==> src/rtl/mbe_mac_seq.sv <==
// Sequencer/accumulator for a shared 8x8 signed Booth multiplier (dot product).
// Define MBE_MAC_SAT_EN to saturate the accumulator on overflow instead of wrapping.
module mbe_mac_seq #(
  parameter int ACC_W = 24,
  parameter int CNT_W = 8
) (
  input  logic                    clk,
  input  logic                    rst_n,
  input  logic                    start,
  input  logic [CNT_W-1:0]        len,
  output logic                    busy,
  input  logic                    in_valid,
  output logic                    in_ready,
  input  logic signed [7:0]       in_a,
  input  logic signed [7:0]       in_b,
  output logic signed [7:0]       mul_a,
  output logic signed [7:0]       mul_b,
  input  logic signed [15:0]      mul_p,
  output logic                    out_valid,
  input  logic                    out_ready,
  output logic signed [ACC_W-1:0] out_acc,
  output logic                    out_ovf
);

  typedef enum logic [1:0] {
    IDLE,
    RUN,
    DRAIN,
    DONE
  } state_t;

  state_t state, state_nx;

  logic [CNT_W-1:0]        cnt;
  logic                    pv;
  logic                    ovf;
  logic signed [ACC_W-1:0] acc;
  logic signed [ACC_W-1:0] addend;
  logic signed [ACC_W-1:0] sum;
  logic                    sum_ovf;
  logic                    accept;
  logic                    go;

`ifdef MBE_MAC_SAT_EN
  localparam logic signed [ACC_W-1:0] ACC_MAX =
    {1'b0, {(ACC_W-1){1'b1}}};
  localparam logic signed [ACC_W-1:0] ACC_MIN =
    {1'b1, {(ACC_W-1){1'b0}}};
`endif

  assign in_ready  = (state == RUN);
  assign out_valid = (state == DONE);
  assign busy      = (state != IDLE);
  assign out_acc   = acc;
  assign out_ovf   = ovf;

  assign accept = in_valid & in_ready;
  assign go     = (state == IDLE) & start;

  assign addend  = ACC_W'(mul_p);
  assign sum     = acc + addend;
  assign sum_ovf = (acc[ACC_W-1] == addend[ACC_W-1])
                 & (sum[ACC_W-1] != acc[ACC_W-1]);

  always_ff @(posedge clk or negedge rst_n) begin
    if (!rst_n) begin
      state <= IDLE;
    end else begin
      state <= state_nx;
    end
  end

  always_comb begin
    state_nx = state;
    unique case (state)
      IDLE: begin
        if (start) begin
          state_nx = (len == '0) ? DONE : RUN;
        end
      end
      RUN: begin
        if (accept && cnt == CNT_W'(1)) begin
          state_nx = DRAIN;
        end
      end
      DRAIN: state_nx = DONE;
      DONE: begin
        if (out_ready) begin
          state_nx = IDLE;
        end
      end
      default: state_nx = IDLE;
    endcase
  end

  // product stage: pv marks that mul_p holds a pair accepted last cycle
  always_ff @(posedge clk or negedge rst_n) begin
    if (!rst_n) begin
      mul_a <= '0;
      mul_b <= '0;
      pv    <= 1'b0;
      cnt   <= '0;
      acc   <= '0;
      ovf   <= 1'b0;
    end else begin
      pv <= accept;
      if (accept) begin
        mul_a <= in_a;
        mul_b <= in_b;
        cnt   <= cnt - CNT_W'(1);
      end
      if (go) begin
        acc <= '0;
        ovf <= 1'b0;
        cnt <= len;
      end else if (pv) begin
`ifdef MBE_MAC_SAT_EN
        if (sum_ovf) begin
          acc <= acc[ACC_W-1] ? ACC_MIN : ACC_MAX;
        end else begin
          acc <= sum;
        end
`else
        acc <= sum;
`endif
        if (sum_ovf) begin
          ovf <= 1'b1;
        end
      end
    end
  end

endmodule

==> config.mk <==
export PLATFORM = sky130hd
export DESIGN_NAME = mbe_mac_seq
export DESIGN_NICKNAME = d
export VERILOG_FILES = /design/src/rtl/mbe_mac_seq.sv
export SDC_FILE = /design/constraint.sdc
export NUM_CORES = 1
export LEC_CHECK = 0
export ABC_AREA = 1
export CORE_ASPECT_RATIO = 0.75
export CORE_MARGIN = 2
export CORE_UTILIZATION = 40
export DETAILED_ROUTE_END_ITERATION = 12
export PLACE_DENSITY = 0.65
export RECOVER_POWER = 25
export SYNTH_ARGS = -nofsm -noshare
export SYNTH_HDL_FRONTEND = slang
export SYNTH_SLANG_ARGS = --single-unit
==> constraint.sdc <==
create_clock -name clk -period 1.6 [get_ports clk]
set_clock_uncertainty 0.1 [all_clocks]
set_input_delay 0.24 -clock clk [delete_from_list [all_inputs] [get_ports clk]]
set_output_delay 0.24 -clock clk [all_outputs]
set_load 0.005 [all_outputs]
==> reports/results.tsv, run 1 <==
metric	value	unit
htreeDepth	2	
cts.clk_slew.worst_paths	0.07	ns
grt_max_degree	53	
fin_setup_tns	-4.31	ns
numPortBuffers	88	
drv_cap	0	
setup_viol	21	
dp.cells	888	
synthCells	607	
final_cell_mix	nand2_1 (203), inv_1 (80), buf_4 (72)	
io_pins	89	
gp_congestion	0.932	
ant_nets	0	
cts_root_buf	clkbuf_16	
hold_viol	0	
first_pass_iters	5	
post_dp_cell_area	0.00576	sq mm
place_hpwl	9260	microns
die_area	0.0107	sq mm
drt_iter0_markers	257	
final_util	72.1	%
rsz0062_at_grt	yes	
synth_area_per_cell	6.53	sq um
grt_use_met3	5.14	%
total_power	10.7	mW
grt_pass1_vias	4364	
synth_warnings	0	
die_x	119	microns
antenna_cells	0	
path_buf_inv	3	
synth_cell_types	31	
vias	4537	
peakVddDrop	760	uV
ys_ff_latch	52	
crit_required	1.69	ns
drt_wl_total	13400	microns
tightestPinTransition	0.745	ns
grt_overflow_total	0	
drc_errors	0	
coreArea	0.00966	sq mm
rows	31	
crit_family	adder cells	
drive_gt1_share	36.2	%
layout_setup_ws	-0.368	ns
violations	setup timing	
whs	0.366	ns
crit_path_max_fanout	3	
fp.dieH	90.2	microns
fin_crit_sh	123	%
initial_core_util	41.1	%
drv_slew	0	
critical_path_arrival	2.06	ns
viasPerCell	4.87	
top_usage_layer	met2	
crit_path_max_incr_delay	0.36	ns
netlist_area	0.00397	sq mm
clockBufferDepth	2	
synth_nets	683	
antenna_found_initial	0	
fillers	735	
crit_top_cell	inv_2	
multi_input_area	0.00316	sq mm
num-nets-final	874	
hold_class	input port to flip-flop	
finalCriticalPeriod	1.97	ns
grt_util_met1	34.6	%
area_delta_synth_final	75.6	%
grt_pass1_wl	21000	microns
cellLeakagePower	3.64	nW
worst_setup_path_start_kind	flip-flop	
fmax	508	MHz
final_common_cell	nand2_1	
fin_area	0.00697	sq mm
cts_tree	yes	
p_per_area	1540	mW/mm^2
worst-setup-path-type	flip-flop to flip-flop	
clock-sinks	52	
end_kind	flip-flop	
status	finished, violations left	
maxSlewHeadroom	50.3	%
stdcell_count	931	
seq_area	0.00130	sq mm
grt.met2_usage	38.3	%
insertion_delay	0.29	ns
cp_cell_sequence	ha_2 -> inv_2 -> fa_2 -> inv_2 -> nand2_4 -> o21ai_4 -> inv_2 -> xor2_1 -> o31ai_1	
yosysSeqAreaShare	32.8	%
wl_per_cell	14.4	microns
post-place-ws	-0.673	ns
cts-buffers-inserted	5	
critPathSlowestCell	dfrtp_1	
gr-usage-all-layers	24.1	%
-- metal layers --
layer,up-vias,routed length (microns)
li1,2262,-
met1,2134,6440
met2,131,6060
met3,10,799
met4,0,125
met5,-,0
-- flip-flops by register name (all words and copies together) (netlist names) --
| signal | cells |
|---|---|
| state | 2 |
| pv | 1 |
| out_ovf | 1 |
| mul_b | 8 |
| out_acc | 24 |
| mul_a | 8 |
| cnt | 8 |
-- cell usage after synthesis (all sizes together) --
cell | number | area share [%]
o31ai | 1 | 0.19
clkinv | 1 | 0.095
nor4 | 2 | 0.32
xor2 | 5 | 1.1
o22ai | 1 | 0.16
nand3 | 30 | 4.0
nor2 | 43 | 5.0
o211ai | 3 | 0.57
nand2 | 267 | 26
a21oi | 19 | 2.5
inv | 100 | 9.5
ha | 30 | 9.5
xnor2 | 1 | 0.22
buf | 5 | 0.69
nand3b | 3 | 0.57
clkbuf | 1 | 0.095
dfrtp | 52 | 33
fa | 1 | 0.50
o21ai | 23 | 3.1
a22o | 1 | 0.22
nor3 | 5 | 0.63
o221ai | 4 | 0.88
nand4 | 9 | 1.4
-- power by group --
group	switching, mW	internal, mW	leakage (nW)
logic	3.67	3.49	2.89
clock network	0.509	0.785	0.0871
registers	0.409	1.84	0.668
total	4.59	6.12	3.64
-- tightest hold or removal path, stage by stage --
cell            delay (ns)
dlymetal6s2s_1        0.14
ha_4                  0.22
o21ai_1               0.09
nand2_1               0.05
-- what timing repair did --
action | 4_1_cts | 5_1_grt
buffers inserted | 11 | 23
resized for setup | 158 | 100
hold buffers | 1 | 0
endpoints found under the hold margin | 52 | 0
cloned | 1 | 0
setup endpoints to repair | 47 | 43
pin swaps | 54 | 46
-- area by class of cell --
class                      count  share of cell area (%)
clock buffer                   6                    1.99
sequential                    52                    18.7
clock inverter                 2                   0.557
inverter                     101                    5.57
timing repair buffer         190                    25.4
tap                          132                    2.37
multi-input combinational    448                    45.4
-- cell families (layout without fill, tap and decap cells) --
logic type | count (synthesis) | in the layout | share of synthesized area (%)
simple gates | 359 | 359 | 37.9
buf+inv | 107 | 299 | 10.3
compound gates | 52 | 52 | 7.60
flops | 52 | 52 | 32.8
fa+ha+maj | 31 | 31 | 9.97
xor+xnor | 6 | 6 | 1.32
-- path summary, 6_finish.rpt --
check / from / to / slack, ns / cells past startpoint
max: out_acc[0] / out_acc[4] / -0.37 / 9
min: mul_p[9] / out_acc[9] / 0.37 / 4
max reg2reg: out_acc[0] / out_acc[4] / -0.37 / 9
min reg2reg: mul_b[6] / mul_b[6] / 0.38 / 2
max in group asynchronous: rst_n / state[0] / 0.31 / 3
min in group asynchronous: rst_n / mul_a[7] / 0.56 / 3
Note: power is estimated with default switching activity, not from simulation.
==> inputs of run 2 (changes only) <==
--- a/config.mk
+++ b/config.mk
@@ -6,7 +6,7 @@
 export NUM_CORES = 1
 export LEC_CHECK = 0
 export ABC_AREA = 1
-export CORE_ASPECT_RATIO = 0.75
+export CORE_ASPECT_RATIO = 1.75
 export CORE_MARGIN = 2
 export CORE_UTILIZATION = 40
 export DETAILED_ROUTE_END_ITERATION = 12
==> reports/results.tsv, run 2 (synthesized netlist as in run 1, its figures left out) <==
metric	value	unit	change
status	finished, violations left		
violations	setup timing		
initial_core_util	40.8	%	-0.30 points
hold_viol	0		unchanged
grt.met2_usage	53.4	%	+15 points
ant_nets	0		unchanged
drt_wl_total	14100	microns	+5.0%
final_common_cell	nand2_1		
grt_util_met1	24.1	%	-10 points
maxSlewHeadroom	65.9	%	+16 points
cp_cell_sequence	ha_2 -> inv_2 -> fa_2 -> inv_2 -> nand2_4 -> o21ai_4 -> inv_1 -> nor2_2 -> o21ai_1 -> nand2_1 -> o21ai_1		
hold_class	input port to async pin		
drc_errors	0		unchanged
fillers	859		+17%
worst_setup_path_start_kind	flip-flop		
drive_gt1_share	28.1	%	-8.0 points
first_pass_iters	4		-1
cellLeakagePower	3.45	nW	-5.2%
gr-usage-all-layers	26.6	%	+2.4 points
crit_family	adder cells		
whs	0.328	ns	-0.0378 ns
fin_crit_sh	121	%	-1.6 points
total_power	9.81	mW	-8.4%
stdcell_count	925		-0.64%
grt_use_met3	2.60	%	-2.5 points
area_delta_synth_final	63.6	%	
peakVddDrop	803	uV	+5.7%
fmax	515	MHz	+1.3%
fp.dieH	136	microns	+50%
gp_congestion	0.909		-2.4%
num-nets-final	875		+0.11%
switchingPower	4.19	mW	-8.6%
io_pins	89		unchanged
wl_per_cell	15.2	microns	+5.7%
vias	4483		-1.2%
crit_required	1.69	ns	about the same
tightestPinTransition	0.512	ns	-0.233 ns
crit_path_max_incr_delay	0.38	ns	+0.02 ns
antenna_cells	0		unchanged
rows	48		+55%
die_x	79.3	microns	-33%
worst-setup-path-type	flip-flop to flip-flop		
clockBufferDepth	2		unchanged
drv_slew	0		unchanged
final_util	66.7	%	-5.4 points
htreeDepth	2		unchanged
top_usage_layer	met2		
antenna_found_initial	0		unchanged
cts_tree	yes		
p_sw_share	42.7	%	-0.13 points
die_area	0.0108	sq mm	+0.22%
power_frac_comb	65.7	%	-1.2 points
drt_iter0_markers	171		-33%
place_hpwl	11100	microns	+20%
critical_path_arrival	2.03	ns	-0.03 ns
finalCriticalPeriod	1.94	ns	-0.0261 ns
cts_root_buf	clkbuf_16		
path_buf_inv	3		unchanged
grt_pass1_wl	21800	microns	+3.8%
cts.clk_slew.worst_paths	0.08	ns	about the same
p_per_area	1510	mW/mm^2	-1.6%
final_cell_mix	nand2_1 (228), inv_1 (92), buf_4 (85)		
coreArea	0.00973	sq mm	+0.74%
viasPerCell	4.85		-0.55%
grt_overflow_total	0		unchanged
insertion_delay	0.30	ns	about the same
numPortBuffers	88		unchanged
p_int	5.62	mW	-8.2%
layout_setup_ws	-0.342	ns	+0.0261 ns
cts-buffers-inserted	5		unchanged
clock-sinks	52		unchanged
seqPwrFrac	22.5	%	+1.5 points
largest_register_ffs	24		unchanged
fin_setup_tns	-5.16	ns	-0.848 ns
grt_pass1_vias	4606		+5.5%
setup_viol	21		unchanged
post-place-ws	-0.750	ns	-0.0774 ns
critPathSlowestCell	fa_2		
pwr-share-clk	11.8	%	-0.3 points
drv_cap	0		unchanged
rsz0062_at_grt	yes		
grt_max_degree	21		-60%
crit_path_max_fanout	3		unchanged
post_dp_cell_area	0.00587	sq mm	+1.8%
fin_area	0.00649	sq mm	-6.9%
end_kind	flip-flop		
dp.cells	893		+0.56%
run 2: changes by cell type in the layout (fill, tap and decap cells not counted), sizes merged:
cell           previous run  this run
dlygate4sd2              25        29
dlymetal6s2s              8         2
inv                     100       102
bufinv                    1         0
clkdlybuf4s50            48        50
buf                     101       100
clkbuf                    9        10
run 2: path summary, 6_finish.rpt:
check / from / end / slack [ns] / depth (start not counted)
max: out_acc[0] / out_acc[12] / -0.34 / 11
min: rst_n / out_acc[13] / 0.33 / 2
max reg2reg: out_acc[0] / out_acc[12] / -0.34 / 11
min reg2reg: mul_b[4] / mul_b[4] / 0.38 / 2
max in group asynchronous: rst_n / mul_b[6] / 0.20 / 3
min in group clk: mul_p[0] / out_acc[0] / 0.36 / 3
run 2: repair_timing:
item / in CTS / in global routing
buffers inserted: 11 / 11
gates cloned: 1 / 0
pin swaps: 13 / 22
endpoints found under the setup margin: 61 / 46
hold buffers: 1 / 0
hold endpoints to repair: 15 / 0
gates resized for setup: 94 / 42
run 2: power groups by stage:
stage                     clock network, mW  logic (mW)  registers (mW)
after global placement                    0        5.74            2.19
after floorplan                           0        2.88            2.24
after detailed placement                  0        5.81            2.20
final                                  1.15        6.45            2.21
after CTS                              1.19        6.16            2.20
after global routing                   1.23        7.08            2.27
run 2: final cells by class:
cell class,instances,area [sq um],area share [%]
clock buffer,5,125,1.93
clock inverter,3,27.5,0.424
inverter,101,379,5.84
multi-input combinational,448,2770,42.7
sequential,52,1300,20.1
tap,125,156,2.41
timing repair buffer,191,1730,26.6
run 2: per-layer routing:
metal	vias up	routed length (microns)	share of wire [%]
met5	-	0	0
met4	0	908	6.4
met3	47	376	2.7
met2	119	8090	57
met1	2038	4730	34
li1	2279	-	-
==> inputs of run 3 (changes only) <==
--- a/config.mk
+++ b/config.mk
@@ -5,12 +5,11 @@
 export SDC_FILE = /design/constraint.sdc
 export NUM_CORES = 1
 export LEC_CHECK = 0
-export ABC_AREA = 1
 export CORE_ASPECT_RATIO = 1.75
 export CORE_MARGIN = 2
 export CORE_UTILIZATION = 40
 export DETAILED_ROUTE_END_ITERATION = 12
-export PLACE_DENSITY = 0.65
+export PLACE_DENSITY = 0.67
 export RECOVER_POWER = 25
 export SYNTH_ARGS = -nofsm -noshare
 export SYNTH_HDL_FRONTEND = slang
==> reports/results.tsv, run 3 <==
metric	value	unit	change
tightestPinTransition	0.788	ns	+0.275 ns
synth_area_per_cell	9.77	sq um	+50%
hold_viol	0		unchanged
fmax	404	MHz	-21%
coreArea	0.00831	sq mm	-15%
async_reset_ff_share	100	%	unchanged
drv_slew	0		unchanged
synth_warnings	0		unchanged
p_per_area	1890	mW/mm^2	+25%
cts-buffers-inserted	5		unchanged
synth_nets	428		-37%
rsz0062_at_grt	yes		
gr-usage-all-layers	23.3	%	-3.2 points
yosys_most_used_dff	dfrtp_1		
maxSlewHeadroom	47.5	%	-18 points
cts_root_buf	clkbuf_16		
viasPerCell	5.25		+8.2%
cellLeakagePower	2.86	nW	-17%
finalCriticalPeriod	2.47	ns	+0.531 ns
synth_area_leaders	dfrtp_1 (38%), ha_1 (11%), mux2_2 (5.9%)		
vias	3588		-20%
rows	44		-8.3%
die_x	74.1	microns	-6.5%
io_pins	89		unchanged
hold_class	input port to flip-flop		
wl_per_cell	16.7	microns	+9.9%
r2r-start	out_acc[0]		
ys_ff_latch	52		unchanged
reg2reg_slack	-0.87	ns	-0.53 ns
drc_errors	0		unchanged
grt_overflow_total	0		unchanged
netlist_area	0.00344	sq mm	-13%
crit_path_max_fanout	3		unchanged
synth.most_common_cell	dfrtp_1		
synth_commonest_cells	dfrtp_1 (52), ha_1 (30), nor2_1 (30)		
grt_pass1_wl	17100	microns	-22%
place_hpwl	7620	microns	-32%
drt_iter0_markers	112		-35%
worst_setup_path_start_kind	flip-flop		
r2r_cells	11		unchanged
fin_crit_sh	155	%	+33 points
crit_required	1.68	ns	about the same
synth_cell_types	52		+68%
yosysSeqAreaShare	37.8	%	+5.0 points
drive_gt1_share	42.5	%	+14 points
status	finished, violations left		
drt_wl_total	11500	microns	-19%
total_power	11.7	mW	+19%
clock-sinks	52		unchanged
largest_register_ffs	24		unchanged
antenna_found_initial	0		unchanged
synth-edff-count	0		unchanged
critical_path_arrival	2.55	ns	+0.52 ns
end_kind	flip-flop		
netlist.area_leader.share	37.8	%	+5.0 points
final_common_cell	buf_4		
num-nets-final	644		-26%
min_to	out_acc[0]		
insertion_delay	0.30	ns	about the same
reg2reg_to	out_acc[22]		
fin_area	0.00617	sq mm	-5.0%
violations	setup timing		
final_cell_mix	buf_4 (109), clkdlybuf4s50_1 (54), dfrtp_1 (51)		
hp-start	mul_p[0]		
die_area	0.00939	sq mm	-13%
area_delta_synth_final	79.3	%	
htreeDepth	2		unchanged
cts.clk_slew.worst_paths	0.07	ns	about the same
hold_depth	4		
worst-setup-path-type	flip-flop to flip-flop		
cp-startpoint	out_acc[0]		
grt_pass1_vias	3778		-18%
ant_nets	0		unchanged
post_dp_cell_area	0.00532	sq mm	-9.3%
gp_congestion	0.884		-2.8%
synth_top_area_cell	dfrtp_1		
cts_tree	yes		
layout_setup_ws	-0.873	ns	-0.531 ns
clockBufferDepth	2		unchanged
peakVddDrop	1300	uV	+62%
initial_core_util	41.4	%	+0.61 points
drv_cap	0		unchanged
setup_viol	27		+29%
antenna_cells	0		unchanged
fp.dieH	127	microns	-6.7%
first_pass_iters	5		+1
synthCells	352		-42%
numPortBuffers	88		unchanged
grt_max_degree	53		+150%
[run 3: changes by cell type in the layout (fill, tap and decap cells not counted), moves of 12 or more]
cell,before,now
nand2_1,228,21
inv_1,92,8
nand2_2,30,0
buf_4,85,109
nand3_1,21,3
nor2_2,14,1
mux2i_1,0,12
xnor2_1,1,13
[run 3: stage by stage]
stage / hold slack [ns] / util, % / setup slack (ns) / TNS (ns) / cells
4_1_cts: 0.367 / 70.0 / -0.803 / -14.07 / 671
3_3_place_gp: 0.163 / 64.0 / -1.16 / -22.79 / 642
6_report: 0.366 / 74.2 / -0.873 / -15.12 / 684
5_1_grt: 0.396 / 74.2 / -0.957 / -17.84 / 684
2_1_floorplan: -0.156 / - / -0.707 / -9.58 / 352
3_5_place_dp: 0.163 / 64.0 / -1.26 / -23.98 / 642
[run 3: logic make-up after synthesis]
group	count (synthesis)	synth area share [%]
buf+inv	27	3.02
mux	31	9.82
compound gates	93	17.9
simple gates	93	13.6
fa+ha+maj	31	11.5
flops	52	37.8
xor+xnor	25	6.37
[run 3: timing repair]
| item | in CTS | in global routing |
|---|---|---|
| hold buffers | 1 | 0 |
| setup buffers | 22 | 12 |
| setup endpoints to repair | 50 | 57 |
| resized for setup | 86 | 55 |
| hold endpoints to repair | 52 | 0 |
| gates cloned | 0 | 4 |
| pin swaps | 32 | 31 |
[run 3: cell type report]
class,count,area (sq um)
Timing Repair Buffer,223,2000
Multi-Input combinational cell,273,2520
Tap cell,115,144
Clock buffer,6,129
Sequential cell,52,1300
Fill cell,595,2150
Clock inverter,2,17.5
Inverter,13,53.8
[run 3: metal layers]
metal	wire length [microns]	GRT usage (%)
met1	4160	25.2
met2	6510	42.4
met3	376	3.57
met4	414	11.6
met5	0	0
[run 3: where the power goes]
group          internal (mW)  switching (mW)  leakage [nW]
Clock                  0.595           0.541        0.0719
Sequential              1.94           0.434         0.642
Combinational           4.74            3.43          2.14
[run 3: worst max-delay path by stage]
stage | endpoint | cells past startpoint | slack (ns)
5_1_grt | out_acc[22] | 11 | -0.96
3_5_place_dp | out_acc[23] | 9 | -1.26
6_report | out_acc[22] | 11 | -0.87
3_3_place_gp | out_acc[23] | 9 | -1.16
4_1_cts | out_acc[22] | 11 | -0.80
2_1_floorplan | out_acc[23] | 10 | -0.71
[run 3: critical path, cell delays in order (launching register included)]
cell and delay, ns:
dfrtp_1 0.39, ha_2 0.18, inv_2 0.05, fa_2 0.21, nor2b_2 0.06, o31a_1 0.33, nor3_2 0.18, o21ai_2 0.12
a31o_4 0.26, a41oi_2 0.21, xor2_1 0.17, a21oi_1 0.09
